[src/rtl/hclk_ser4_gearbox_pkg.sv]
// Shared defaults and helper definitions for the hclk 4:1 serializer slice.
package hclk_ser4_gearbox_pkg;

  localparam int unsigned SER_RATIO_DEF = 4;
  localparam int unsigned SER_SYM_W_DEF = 8;
  localparam logic [7:0]  SER_IDLE_DEF  = 8'h00;

  // Action taken by the shift register on a given hclkin edge.
  typedef enum logic [1:0] {
    LOAD_NONE,
    LOAD_WORD,
    LOAD_IDLE
  } load_e;

  function automatic int unsigned phase_w(input int unsigned ratio);
    return (ratio > 1) ? $clog2(ratio) : 1;
  endfunction

endpackage

[src/rtl/hclk_ser4_gearbox_fifo.sv]
// Two-entry word FIFO feeding the serializer shift register.
module ser_fifo2 #(
  parameter int unsigned W = 32
) (
  input  logic         clk,
  input  logic         rst_n,
  input  logic         push,
  input  logic         pop,
  input  logic [W-1:0] din,
  output logic [W-1:0] dout,
  output logic [1:0]   count,
  output logic         full,
  output logic         empty
);

  logic [W-1:0] mem [2];
  logic         wr_ptr;
  logic         rd_ptr;
  logic         do_push;
  logic         do_pop;

  assign full    = (count == 2'd2);
  assign empty   = (count == 2'd0);
  assign do_push = push & ~full;
  assign do_pop  = pop & ~empty;
  assign dout    = mem[rd_ptr];

  always_ff @(posedge clk or negedge rst_n) begin
    if (!rst_n) begin
      wr_ptr <= 1'b0;
      rd_ptr <= 1'b0;
      count  <= '0;
    end else begin
      if (do_push) wr_ptr <= ~wr_ptr;
      if (do_pop)  rd_ptr <= ~rd_ptr;
      count <= count + 2'(do_push) - 2'(do_pop);
    end
  end

  always_ff @(posedge clk) begin
    if (do_push) mem[wr_ptr] <= din;
  end

endmodule

[src/rtl/hclk_ser4_gearbox.sv]
// Fabric-side RATIO:1 transmit gearbox: parallel words in, one symbol per hclkin out.
module hclk_ser4_gearbox
  import hclk_ser4_gearbox_pkg::*;
#(
  parameter int unsigned      SYM_W    = SER_SYM_W_DEF,
  parameter int unsigned      RATIO    = SER_RATIO_DEF,
  parameter logic [SYM_W-1:0] IDLE_SYM = SYM_W'(SER_IDLE_DEF),
  localparam int unsigned     PW       = phase_w(RATIO),
  localparam int unsigned     WW       = RATIO * SYM_W
) (
  input  logic             hclkin,
  input  logic             resetn,
  input  logic [WW-1:0]    in_data,
  input  logic             in_valid,
  output logic             in_ready,
  output logic [SYM_W-1:0] ser_data,
  output logic             ser_first,
  output logic [PW-1:0]    slot_phase,
  output logic             underrun,
  input  logic             underrun_clr
);

  logic [PW-1:0] phase;
  logic          boundary;
  logic          push;
  logic          pop;
  logic          full;
  logic          empty;
  logic [1:0]    count;
  logic [WW-1:0] head;
  logic [WW-1:0] shreg;
  logic          armed;
  load_e         action;

  assign slot_phase = phase;
  assign boundary   = (phase == PW'(RATIO - 1));
  assign in_ready   = (count < 2'd2);
  assign push       = in_valid & ~full;
  assign pop        = boundary & ~empty;

  ser_fifo2 #(.W(WW)) u_fifo (
    .clk   (hclkin),
    .rst_n (resetn),
    .push  (push),
    .pop   (pop),
    .din   (in_data),
    .dout  (head),
    .count (count),
    .full  (full),
    .empty (empty)
  );

  always_comb begin
    action = LOAD_NONE;
    if (boundary) action = empty ? LOAD_IDLE : LOAD_WORD;
  end

  always_ff @(posedge hclkin or negedge resetn) begin
    if (!resetn) phase <= '0;
    else         phase <= boundary ? '0 : phase + PW'(1);
  end

  // The shift register always holds the next symbol in its low slot, so the
  // load edge emits symbol 0 directly and stores the word pre-shifted.
  always_ff @(posedge hclkin or negedge resetn) begin
    if (!resetn) begin
      shreg     <= {RATIO{IDLE_SYM}};
      ser_data  <= IDLE_SYM;
      ser_first <= 1'b0;
    end else begin
      case (action)
        LOAD_WORD: begin
          shreg     <= head >> SYM_W;
          ser_data  <= head[SYM_W-1:0];
          ser_first <= 1'b1;
        end
        LOAD_IDLE: begin
          shreg     <= {RATIO{IDLE_SYM}};
          ser_data  <= IDLE_SYM;
          ser_first <= 1'b0;
        end
        default: begin
          shreg     <= shreg >> SYM_W;
          ser_data  <= shreg[SYM_W-1:0];
          ser_first <= 1'b0;
        end
      endcase
    end
  end

  always_ff @(posedge hclkin or negedge resetn) begin
    if (!resetn) begin
      underrun <= 1'b0;
      armed    <= 1'b0;
    end else begin
      if (action == LOAD_IDLE && armed) underrun <= 1'b1;
      else if (underrun_clr)            underrun <= 1'b0;
      if (push) armed <= 1'b1;
    end
  end

endmodule

[config.mk]
export PLATFORM = sky130hd
export DESIGN_NAME = hclk_ser4_gearbox
export DESIGN_NICKNAME = d
export VERILOG_FILES = /design/src/rtl/hclk_ser4_gearbox_pkg.sv /design/src/rtl/hclk_ser4_gearbox_fifo.sv /design/src/rtl/hclk_ser4_gearbox.sv
export SDC_FILE = /design/constraint.sdc
export NUM_CORES = 1
export LEC_CHECK = 0
export BUFFER_PORTS_ARGS = -buffer_cell sky130_fd_sc_hd__buf_2
export CAP_MARGIN = 20
export CELL_PAD_IN_SITES_DETAIL_PLACEMENT = 0
export CELL_PAD_IN_SITES_GLOBAL_PLACEMENT = 1
export CORE_MARGIN = 5
export CORE_UTILIZATION = 43
export DETAILED_ROUTE_END_ITERATION = 7
export PLACE_DENSITY_LB_ADDON = 0.1
export SKIP_CTS_REPAIR_TIMING = 1
export SLEW_MARGIN = 5
export SYNTH_ARGS = -nofsm -noshare
export SYNTH_HDL_FRONTEND = slang
export SYNTH_SLANG_ARGS = --single-unit
export TNS_END_PERCENT = 50
[constraint.sdc]
create_clock -name hclkin -period 2.6 [get_ports hclkin]
set_clock_uncertainty 0.2 [all_clocks]
set_input_delay 0.39 -clock hclkin [delete_from_list [all_inputs] [get_ports hclkin]]
set_output_delay 0.39 -clock hclkin [all_outputs]
set_load 0.03 [all_outputs]
==> results of run 1 <==
==> flip-flops by register name (all words and copies together) (netlist names) <==
name,count
shreg,24
u_fifo.rd_ptr,1
ser_data,8
slot_phase,2
u_fifo.wr_ptr,1
ser_first,1
underrun,1
armed,1
u_fifo.mem,64
u_fifo.count,2
==> cells by family (layout without fill, tap and decap cells) <==
| family | after synthesis | after routing |
|---|---|---|
| flops | 105 | 105 |
| buf+inv | 41 | 103 |
| mux | 32 | 32 |
| compound gates | 27 | 27 |
| simple gates | 13 | 13 |
| xor+xnor | 4 | 4 |
| fa+ha+maj | 3 | 3 |
==> worst min-delay path by stage <==
stage	start	to	slack, ps	depth (start not counted)
2_1_floorplan	resetn	armed$_DFFE_PN0P_	-110	0
4_1_cts	in_data[16]	u_fifo.mem[1][16]$_DFFE_PP_	5	1
6_report	underrun_clr	underrun$_DFFE_PN0P_	30	2
3_3_place_gp	slot_phase[0]$_DFF_PN0_	slot_phase[0]$_DFF_PN0_	230	1
5_1_grt	in_data[13]	u_fifo.mem[1][13]$_DFFE_PP_	3	1
3_5_place_dp	slot_phase[0]$_DFF_PN0_	slot_phase[0]$_DFF_PN0_	250	1
==> cells in the final DEF (no fill, tap or decap), types with 2 or more instances in the layout <==
cell	instances
xnor2_1	4
mux2i_1	32
inv_1	30
clkinv_2	2
o21ai_4	2
nor2_1	9
dfrtp_1	40
buf_4	6
edfxtp_1	64
ha_1	3
nor2_4	2
buf_2	48
clkbuf_8	9
clkbuf_1	2
o22ai_1	24
==> per-stage QoR <==
| step | total power, µW | worst slack (ps) | hold WS (ps) | instance area (µm²) |
|---|---|---|---|---|
| after floorplan | 3210 | -97.1 | -106 | 3790 |
| after detailed placement | 3490 | 754 | 251 | 4140 |
| after CTS | 4450 | 741 | 5.46 | 4320 |
| after global routing | 4640 | 648 | 2.56 | 4350 |
| final | 4390 | 748 | 25.8 | 4350 |
| after global placement | 3480 | 784 | 231 | 4140 |
==> power by group <==
group / total (µW) / leakage (µW) / internal (µW) / switching [µW]
clock: 957 / 0.0000933 / 445 / 512
combinational: 965 / 0.000633 / 401 / 564
sequential: 2460 / 0.00111 / 2240 / 219
total: 4390 / 0.00183 / 3090 / 1290
==> area by class of cell <==
class / count / area [µm²] / share of cell area, %
flip-flops and latches: 105 / 2950 / 67.7
inverters: 31 / 116 / 2.67
well taps: 108 / 135 / 3.10
clock buffers: 11 / 131 / 3.02
multi-input cells: 79 / 651 / 14.9
repair buffers: 56 / 315 / 7.24
clock inverters: 5 / 56.3 / 1.29
==> critical path, delay by kind of cell (launching register included) <==
kind                     cells  cell delay (ps)
adder cells (fa/ha/maj)      3              700
flip-flops                   1              410
XOR/XNOR                     2              300
buffers and inverters        2              110
AO/OA/AOI/OAI                1               70
==> synth_stat cells, drive strengths merged <==
cell	n	area (µm²)
nand2b	1	6.26
nand2	1	3.75
inv	31	116
mux2i	32	320
xnor2	4	35.0
o32ai	1	8.76
o21ai	2	32.5
nor2	11	41.3
ha	3	37.5
buf	10	88.8
dfrtp	41	1030
edfxtp	64	1920
o22ai	24	150
==> layer usage <==
layer  global-route usage, %  up-vias  share of wire (%)
li1                        -      910                  -
met1                    14.9      904                 46
met2                    18.8       37                 49
met3                    2.79        8                3.6
met4                    4.44        0                1.3
met5                       0        -                  0
==> flow_metrics.env, run 1 <==
export IMPL_ys_ff_latch=105
export IMPL_p_per_area_nw_per_um2=1010
export IMPL_synthMuxAreaShare_pct=8.45
export IMPL_crit_path_start="slot_phase[0]$_DFF_PN0_"
export IMPL_layout_nets=321
export IMPL_r2r_slack_ps=750
export IMPL_numCtsBuffers=9
export IMPL_hp_class="primary input to flop"
export IMPL_io_pins=49
export IMPL_layout_cells_non_filler=395
export IMPL_drt_total_wl_mm=5.99
export IMPL_initial_utilization_pct=43.9
export IMPL_grt_total_usage_pct=11.5
export IMPL_grt_antenna_before_repair=0
export IMPL_grt_overflow=0
export IMPL_fp_dieArea_um2=10800
export IMPL_area_growth_pct=14.9
export IMPL_crit_path_end_kind="flop"
export IMPL_gp_congestion=0.654
export IMPL_worstPathMaxFanout=3
export IMPL_r2r_start="slot_phase[0]$_DFF_PN0_"
export IMPL_dp_hpwl_mm=3.52
export IMPL_finalSetupViolCount=0
export IMPL_hold_viol_final=0
export IMPL_max_cap_violations=0
export IMPL_synth_warnings=0
export IMPL_final_max_slew_violation_count=0
export IMPL_cpMaxStageDelayCell="dfrtp_1"
export IMPL_first_pass_iters=4
export IMPL_drive_above_1_share_pct=26.1
export IMPL_synth_compound_area_share_pct=5.05
export IMPL_drt_wirelength_per_cell_um=15.2
export IMPL_synth_simple_area_share_pct=1.35
export IMPL_grt_pass1_wl_mm=9.85
export IMPL_cts_tree="built"
export IMPL_peakVddDrop_v=0.000447
export IMPL_fin_util_pct=50.4
export IMPL_leakage_uw=0.00183
export IMPL_max_slew_margin_pct=56.0
export IMPL_port_buffers=48
export IMPL_cp_endpoint="u_fifo.count[1]$_DFF_PN0_"
export IMPL_rr_worst_depth=8
export IMPL_drt_iter0_markers=71
export IMPL_rows=34
export IMPL_syn_cell_area_um2=3790
export IMPL_ctsLongestPathBuffers=2
export IMPL_die_x_um=104
export IMPL_start_kind="flop"
export IMPL_synth_top_family_by_area="multiplexers"
export IMPL_first_global_vias=1963
export IMPL_synthCells=225
export IMPL_grt_max_degree=42
export IMPL_period_needed_ps=1850
export IMPL_timing_final_crit_share_pct=71.2
export IMPL_yosys_area_share_adder_pct=0.991
export IMPL_cts_root_buf="clkbuf_8"
export IMPL_synth_xor_area_share_pct=0.925
export IMPL_fmax_mhz=540
export IMPL_status="completed"
export IMPL_dp_cells=377
export IMPL_cpPeakStageDelay_ps=410
export IMPL_cpMostUsedCell="ha_1"
export IMPL_num_antenna_cells=0
export IMPL_crit_path_cell_trace="ha_1 -> o21ai_4 -> inv_1 -> ha_1 -> inv_1 -> ha_1 -> xnor2_1 -> xnor2_1"
export IMPL_cts_clk_slew_worst_paths_ps=100
export IMPL_die_y_um=104
export IMPL_worstMarginPinSlew_ps=660
export IMPL_rsz0062_at_grt="no"
export IMPL_cp_data_required_time_ps=2680
export IMPL_htree_levels=3
export IMPL_insertion_delay_ps=340
export IMPL_clock_sinks=105
export IMPL_tns_ps=0
export IMPL_synth_cell_types=17
export IMPL_fillCellCount=748
export IMPL_yosysSeqAreaShare_pct=77.8
export IMPL_dr_total_vias=1859
export IMPL_syn_nets=264
export IMPL_core_area_um2=8640
export IMPL_drc_errors=0
export IMPL_crit_arrival_ps=1930
export IMPL_critPathKind="flop to flop"
export IMPL_worst_r2r_endpoint="u_fifo.count[1]$_DFF_PN0_"
export IMPL_viasPerCell=4.71
export IMPL_postRouteAntennaNets=0
export IMPL_avgSynthCellArea_um2=16.8
Note: power is estimated with default switching activity, not from simulation.
==> run 2, diff against run 1 <==
==> constraint.sdc (replaced) <==
create_clock -name hclkin -period 1.7 [get_ports hclkin]
set_clock_uncertainty 0.2 [all_clocks]
set_input_delay 0.255 -clock hclkin [delete_from_list [all_inputs] [get_ports hclkin]]
set_output_delay 0.255 -clock hclkin [all_outputs]
set_load 0.03 [all_outputs]
==> run 2 against run 1 <==
Effect of this change:
- the run now ends with setup timing left
- power grew 61%
- non-clock buffer count grew 39
- register-to-register slack lost 780 ps
- routed wire length grew 4.3%
- cell area grew 12%
- via count grew 5.5%
- sequential share of layout area shrank 6.9 points
- core utilization grew 5.8 points
- combinational power grew 98%
- critical endpoint unchanged
- largest power group unchanged
==> flow_metrics.env, run 2 (same netlist as run 1, synthesis figures left out) <==
export IMPL_grt_antenna_before_repair=0
export IMPL_setup_ws_ps=-27.4
export IMPL_port_buffers=48
export IMPL_area_growth_pct=28.2
export IMPL_drt_wirelength_per_cell_um=14.4
export IMPL_drive_above_1_share_pct=27.9
export IMPL_fp_dieArea_um2=10800
export IMPL_grt_pass1_wl_mm=9.69
export IMPL_dp_hpwl_mm=3.67
export IMPL_grt_total_usage_pct=11.7
export IMPL_die_y_um=104
export IMPL_htree_levels=3
export IMPL_layout_cells_non_filler=434
export IMPL_first_global_vias=1899
export IMPL_top_register="u_fifo.mem"
export IMPL_dr_total_vias=1961
export IMPL_post_dp_cell_area_um2=4300
export IMPL_dp_cells=384
export IMPL_critPathKind="flop to flop"
export IMPL_leakage_uw=0.00202
export IMPL_timing_final_crit_share_pct=102
export IMPL_tns_ps=-27.4
export IMPL_cts_clk_slew_worst_paths_ps=100
export IMPL_rows=34
export IMPL_hp_class="primary input to flop"
export IMPL_finalSetupViolCount=1
export IMPL_drc_errors=0
export IMPL_period_needed_ps=1730
export IMPL_grt_max_degree=42
export IMPL_initial_utilization_pct=43.9
export IMPL_rsz0062_at_grt="yes"
export IMPL_mostFrequentLayoutCells="64 x edfxtp_1, 48 x buf_2, 38 x dfrtp_1"
export IMPL_cts_root_buf="clkbuf_8"
export IMPL_drt_total_wl_mm=6.25
export IMPL_ctsLongestPathBuffers=2
export IMPL_start_kind="flop"
export IMPL_peakVddDrop_v=0.000643
export IMPL_cts_tree="built"
export IMPL_clock_sinks=105
export IMPL_core_area_um2=8640
export IMPL_cp_data_required_time_ps=1750
export IMPL_worstPathMaxFanout=2
export IMPL_crit_path_end_kind="flop"
export IMPL_max_cap_violations=0
export IMPL_max_slew_margin_pct=74.6
export IMPL_crit_arrival_ps=1780
export IMPL_gp_congestion=0.681
export IMPL_p_per_area_nw_per_um2=1460
export IMPL_final_max_slew_violation_count=0
export IMPL_hold_viol_final=0
export IMPL_largestRegisters="u_fifo.mem: 64 flops, shreg: 24 flops, ser_data: 8 flops"
export IMPL_postRouteAntennaNets=0
export IMPL_fin_util_pct=56.2
export IMPL_worstMarginPinSlew_ps=381
export IMPL_numCtsBuffers=9
export IMPL_drt_iter0_markers=71
export IMPL_num_antenna_cells=0
export IMPL_insertion_delay_ps=360
export IMPL_layout_nets=360
export IMPL_viasPerCell=4.52
export IMPL_fmax_mhz=579
export IMPL_grt_overflow=0
export IMPL_first_pass_iters=4
export IMPL_die_x_um=104
export IMPL_status="complete, but fails checks"
export IMPL_violations="setup timing"
export IMPL_layout_commonest_cell="edfxtp_1"
export IMPL_stdcell_area_um2=4860
export IMPL_io_pins=49
export IMPL_largest_register_ffs=64
[run 2: cell types whose count changed in the layout (fill, tap and decap cells not counted), sizes merged]
cell,change
clkbuf,-2
inv,+2
buf,+6
dlygate4sd3,+33
[run 2: per-stage QoR]
step,worst slack (ps),total power [µW],hold slack (ps)
after floorplan,-383,4960,-241
after global placement,-12.8,5550,49.5
after detailed placement,-51.6,5580,51.0
after CTS,-68.0,7110,-357
after global routing,-93.4,7460,76.4
final,-27.4,7080,82.5
[run 2: path summary, 6_finish.rpt]
kind	start	end	slack, ps	cells past startpoint
setup / recovery	slot_phase[0]$_DFF_PN0_	u_fifo.count[1]$_DFF_PN0_	-30	8
hold / removal	in_valid	armed$_DFFE_PN0P_	80	4
setup reg to reg	slot_phase[0]$_DFF_PN0_	u_fifo.count[1]$_DFF_PN0_	-30	8
hold reg to reg	armed$_DFFE_PN0P_	armed$_DFFE_PN0P_	280	1
max in group asynchronous	resetn	slot_phase[1]$_DFF_PN0_	890	3
min in group asynchronous	resetn	ser_data[3]$_DFF_PN0_	180	3
[run 2: per-layer routing]
| layer | GRT usage (%) | wire, µm |
|---|---|---|
| met1 | 15.4 | 2880 |
| met3 | 3.41 | 257 |
| met2 | 17.7 | 2980 |
| met4 | 6.11 | 125 |
| met5 | 0 | 0 |
[run 2: report_power, final]
| group | internal (µW) | leakage [µW] | switching, µW | total [µW] |
|---|---|---|---|---|
| sequential | 3430 | 0.00110 | 202 | 3630 |
| clock | 694 | 0.000100 | 849 | 1540 |
| combinational | 847 | 0.000818 | 1060 | 1910 |
[run 2: cell type report]
type | instances | area (µm²)
clock inverter | 7 | 77.6
inverter | 31 | 119
clock buffer | 9 | 124
multi-input combinational | 79 | 696
fill | 684 | 3780
timing repair buffer | 95 | 753
sequential | 105 | 2950
tap | 108 | 135
[run 2: worst max-delay path: stages (launching register included)]
cell and delay (ps):
dfrtp_2 430, ha_4 170, o21ai_4 70, inv_4 50
ha_4 250, inv_2 30, ha_4 150, xnor2_2 130
xnor2_1 120
==> run 3, diff against run 2 <==
--- a/config.mk
+++ b/config.mk
@@ -5,12 +5,13 @@
 export SDC_FILE = /design/constraint.sdc
 export NUM_CORES = 1
 export LEC_CHECK = 0
+export ABC_AREA = 1
 export BUFFER_PORTS_ARGS = -buffer_cell sky130_fd_sc_hd__buf_2
 export CAP_MARGIN = 20
 export CELL_PAD_IN_SITES_DETAIL_PLACEMENT = 0
 export CELL_PAD_IN_SITES_GLOBAL_PLACEMENT = 1
 export CORE_MARGIN = 5
-export CORE_UTILIZATION = 43
+export CORE_UTILIZATION = 41
 export DETAILED_ROUTE_END_ITERATION = 7
 export PLACE_DENSITY_LB_ADDON = 0.1
 export SKIP_CTS_REPAIR_TIMING = 1
==> run 3 against run 2 <==
Effect of this change:
- the flow now finishes without violations
- final cell count up 30%
- power fell by 0.83%
- critical path depth is 1 lower
- register-to-register slack improved by 130 ps
- critical path type unchanged
- core utilization shrank 2.5 points
- maximum frequency up 7.9%
- cell area grew 2.2%
==> flow_metrics.env, run 3 <==
export IMPL_status="completed"
export IMPL_rsz0062_at_grt="no"
export IMPL_rr_worst_depth=7
export IMPL_drive_above_1_share_pct=19.3
export IMPL_worstMarginPinSlew_ps=401
export IMPL_stdcell_area_um2=4960
export IMPL_htree_levels=3
export IMPL_syn_nets=378
export IMPL_post_dp_cell_area_um2=4410
export IMPL_crit_family="simple AND/OR/NAND/NOR gates"
export IMPL_max_slew_margin_pct=73.3
export IMPL_yosysSeqAreaShare_pct=75.6
export IMPL_drc_errors=0
export IMPL_worstPathMaxFanout=4
export IMPL_hp_class="primary input to asynchronous set/reset pin"
export IMPL_gp_congestion=0.720
export IMPL_crit_path_end_kind="flop"
export IMPL_synth_async_reset_ratio_pct=39.0
export IMPL_synth_most_common_cell="nand2_1"
export IMPL_hold_viol_final=0
export IMPL_peakVddDrop_v=0.000648
export IMPL_r2r_start="u_fifo.count[1]$_DFF_PN0_"
export IMPL_fillCellCount=827
export IMPL_postRouteAntennaNets=0
export IMPL_p_per_area_nw_per_um2=1410
export IMPL_cp_data_required_time_ps=1750
export IMPL_drt_total_wl_mm=7.05
export IMPL_synth_top_cell_area_share_pct=49.3
export IMPL_cpMaxStageDelayCell="dfrtp_1"
export IMPL_core_area_um2=9240
export IMPL_grt_overflow=0
export IMPL_num_antenna_cells=0
export IMPL_synthTopCellsByCount="190 x nand2_1, 64 x edfxtp_1, 41 x dfrtp_1, 18 x inv_1, 7 x buf_2"
export IMPL_dp_hpwl_mm=4.42
export IMPL_first_pass_iters=4
export IMPL_fin_hold_ws_ps=145
export IMPL_synth_edff_count=64
export IMPL_busiest_layer="met2"
export IMPL_mostFrequentLayoutCells="190 x nand2_1, 64 x edfxtp_1, 48 x buf_2"
export IMPL_insertion_delay_ps=350
export IMPL_synthCells=339
export IMPL_synth_ff_type="edfxtp_1"
export IMPL_initial_utilization_pct=42.2
export IMPL_cpPeakStageDelay_ps=420
export IMPL_grt_antenna_before_repair=0
export IMPL_cts_clk_slew_worst_paths_ps=100
export IMPL_top_register="u_fifo.mem"
export IMPL_largestRegisters="u_fifo.mem: 64 flops, shreg: 24 flops, ser_data: 8 flops"
export IMPL_layout_commonest_cell="nand2_1"
export IMPL_first_global_vias=2376
export IMPL_met2_usage_pct=21.4
export IMPL_critPathBufInv=1
export IMPL_io_pins=49
export IMPL_drt_wirelength_per_cell_um=12.5
export IMPL_ctsLongestPathBuffers=2
export IMPL_die_x_um=108
export IMPL_crit_arrival_ps=1660
export IMPL_yosysTopAreaCell="edfxtp_1"
export IMPL_syn_cell_area_um2=3900
export IMPL_die_y_um=108
export IMPL_ys_ff_latch=105
export IMPL_dr_total_vias=2406
export IMPL_fmax_mhz=624
export IMPL_cts_root_buf="clkbuf_8"
export IMPL_critPathKind="flop to flop"
export IMPL_numCtsBuffers=9
export IMPL_cpMostUsedCell="ha_4"
export IMPL_max_cap_violations=0
export IMPL_clock_sinks=105
export IMPL_synth_cell_types=13
export IMPL_fp_dieArea_um2=11600
export IMPL_period_needed_ps=1600
export IMPL_leakage_uw=0.00232
export IMPL_cts_tree="built"
export IMPL_avgSynthCellArea_um2=11.5
export IMPL_grt_pass1_wl_mm=11.5
export IMPL_rows=35
export IMPL_met1_usage_pct=16.5
export IMPL_grt_total_usage_pct=13.1
export IMPL_fin_util_pct=53.7
export IMPL_finalSetupViolCount=0
export IMPL_crit_path_cell_trace="nor2_1 -> nor2_4 -> ha_4 -> inv_2 -> ha_4 -> nand3_2 -> nand2_1"
export IMPL_grt_max_degree=34
export IMPL_final_max_slew_violation_count=0
export IMPL_r2r_slack_ps=100
export IMPL_largest_register_ffs=64
export IMPL_synth_warnings=0
export IMPL_area_growth_pct=27.4
export IMPL_start_kind="flop"
export IMPL_ys_top_cells_by_area="edfxtp_1 49%, dfrtp_1 26%, nand2_1 18%, inv_1 1.7%, ha_1 0.96%"
export IMPL_worst_r2r_endpoint="u_fifo.count[1]$_DFF_PN0_"
export IMPL_met3_usage_pct=4.50
export IMPL_timing_final_crit_share_pct=94.2
export IMPL_drt_iter0_markers=61
export IMPL_viasPerCell=4.27
export IMPL_layout_nets=469
export IMPL_port_buffers=48
## run 3: area by class of cell
type	count	area (µm²)	area share, %
flip-flops and latches	105	2950	59.4
multi-input cells	202	848	17.1
repair buffers	92	721	14.5
well taps	129	161	3.25
clock buffers	12	155	3.13
inverters	20	77.6	1.56
clock inverters	4	51.3	1.03
## run 3: per-stage QoR
step           std cells  worst slack (ps)  power, µW  setup TNS, ps
6_report             564              98.7       7020              0
5_1_grt              564              22.3       7510              0
4_1_cts              529              90.6       7090              0
3_5_place_dp         513               105       5520              0
3_3_place_gp         513               152       5500              0
2_1_floorplan        339             -96.3       4830          -3000
## run 3: cell families after synthesis
group	after synthesis	synth area share (%)
buffers and inverters	32	3.88
and+or+nand+nor	198	19.4
adders and majority gates	3	0.963
DFF	105	75.6
AOI/OAI and AO/OA	1	0.128
## run 3: worst max path at each step
stage,to,start,cells after the start
6_report,u_fifo.count[1]$_DFF_PN0_,u_fifo.count[1]$_DFF_PN0_,7
5_1_grt,u_fifo.count[1]$_DFF_PN0_,u_fifo.count[1]$_DFF_PN0_,7
4_1_cts,u_fifo.count[1]$_DFF_PN0_,u_fifo.count[1]$_DFF_PN0_,7
3_5_place_dp,u_fifo.count[1]$_DFF_PN0_,u_fifo.count[1]$_DFF_PN0_,7
3_3_place_gp,u_fifo.count[1]$_DFF_PN0_,u_fifo.count[1]$_DFF_PN0_,7
2_1_floorplan,u_fifo.count[1]$_DFF_PN0_,slot_phase[0]$_DFF_PN0_,9
## run 3: metal layers
metal  share of wire, %  vias up
li1                   -     1246
met1                 47     1111
met2                 48       45
met3                4.1        4
met4               0.85        0
met5                  0        -
## run 3: power breakdown
group / leakage, µW / internal (µW) / switching, µW
sequential: 0.00111 / 3400 / 176
clock: 0.000103 / 765 / 793
combinational: 0.00110 / 646 / 1240
total: 0.00232 / 4810 / 2210
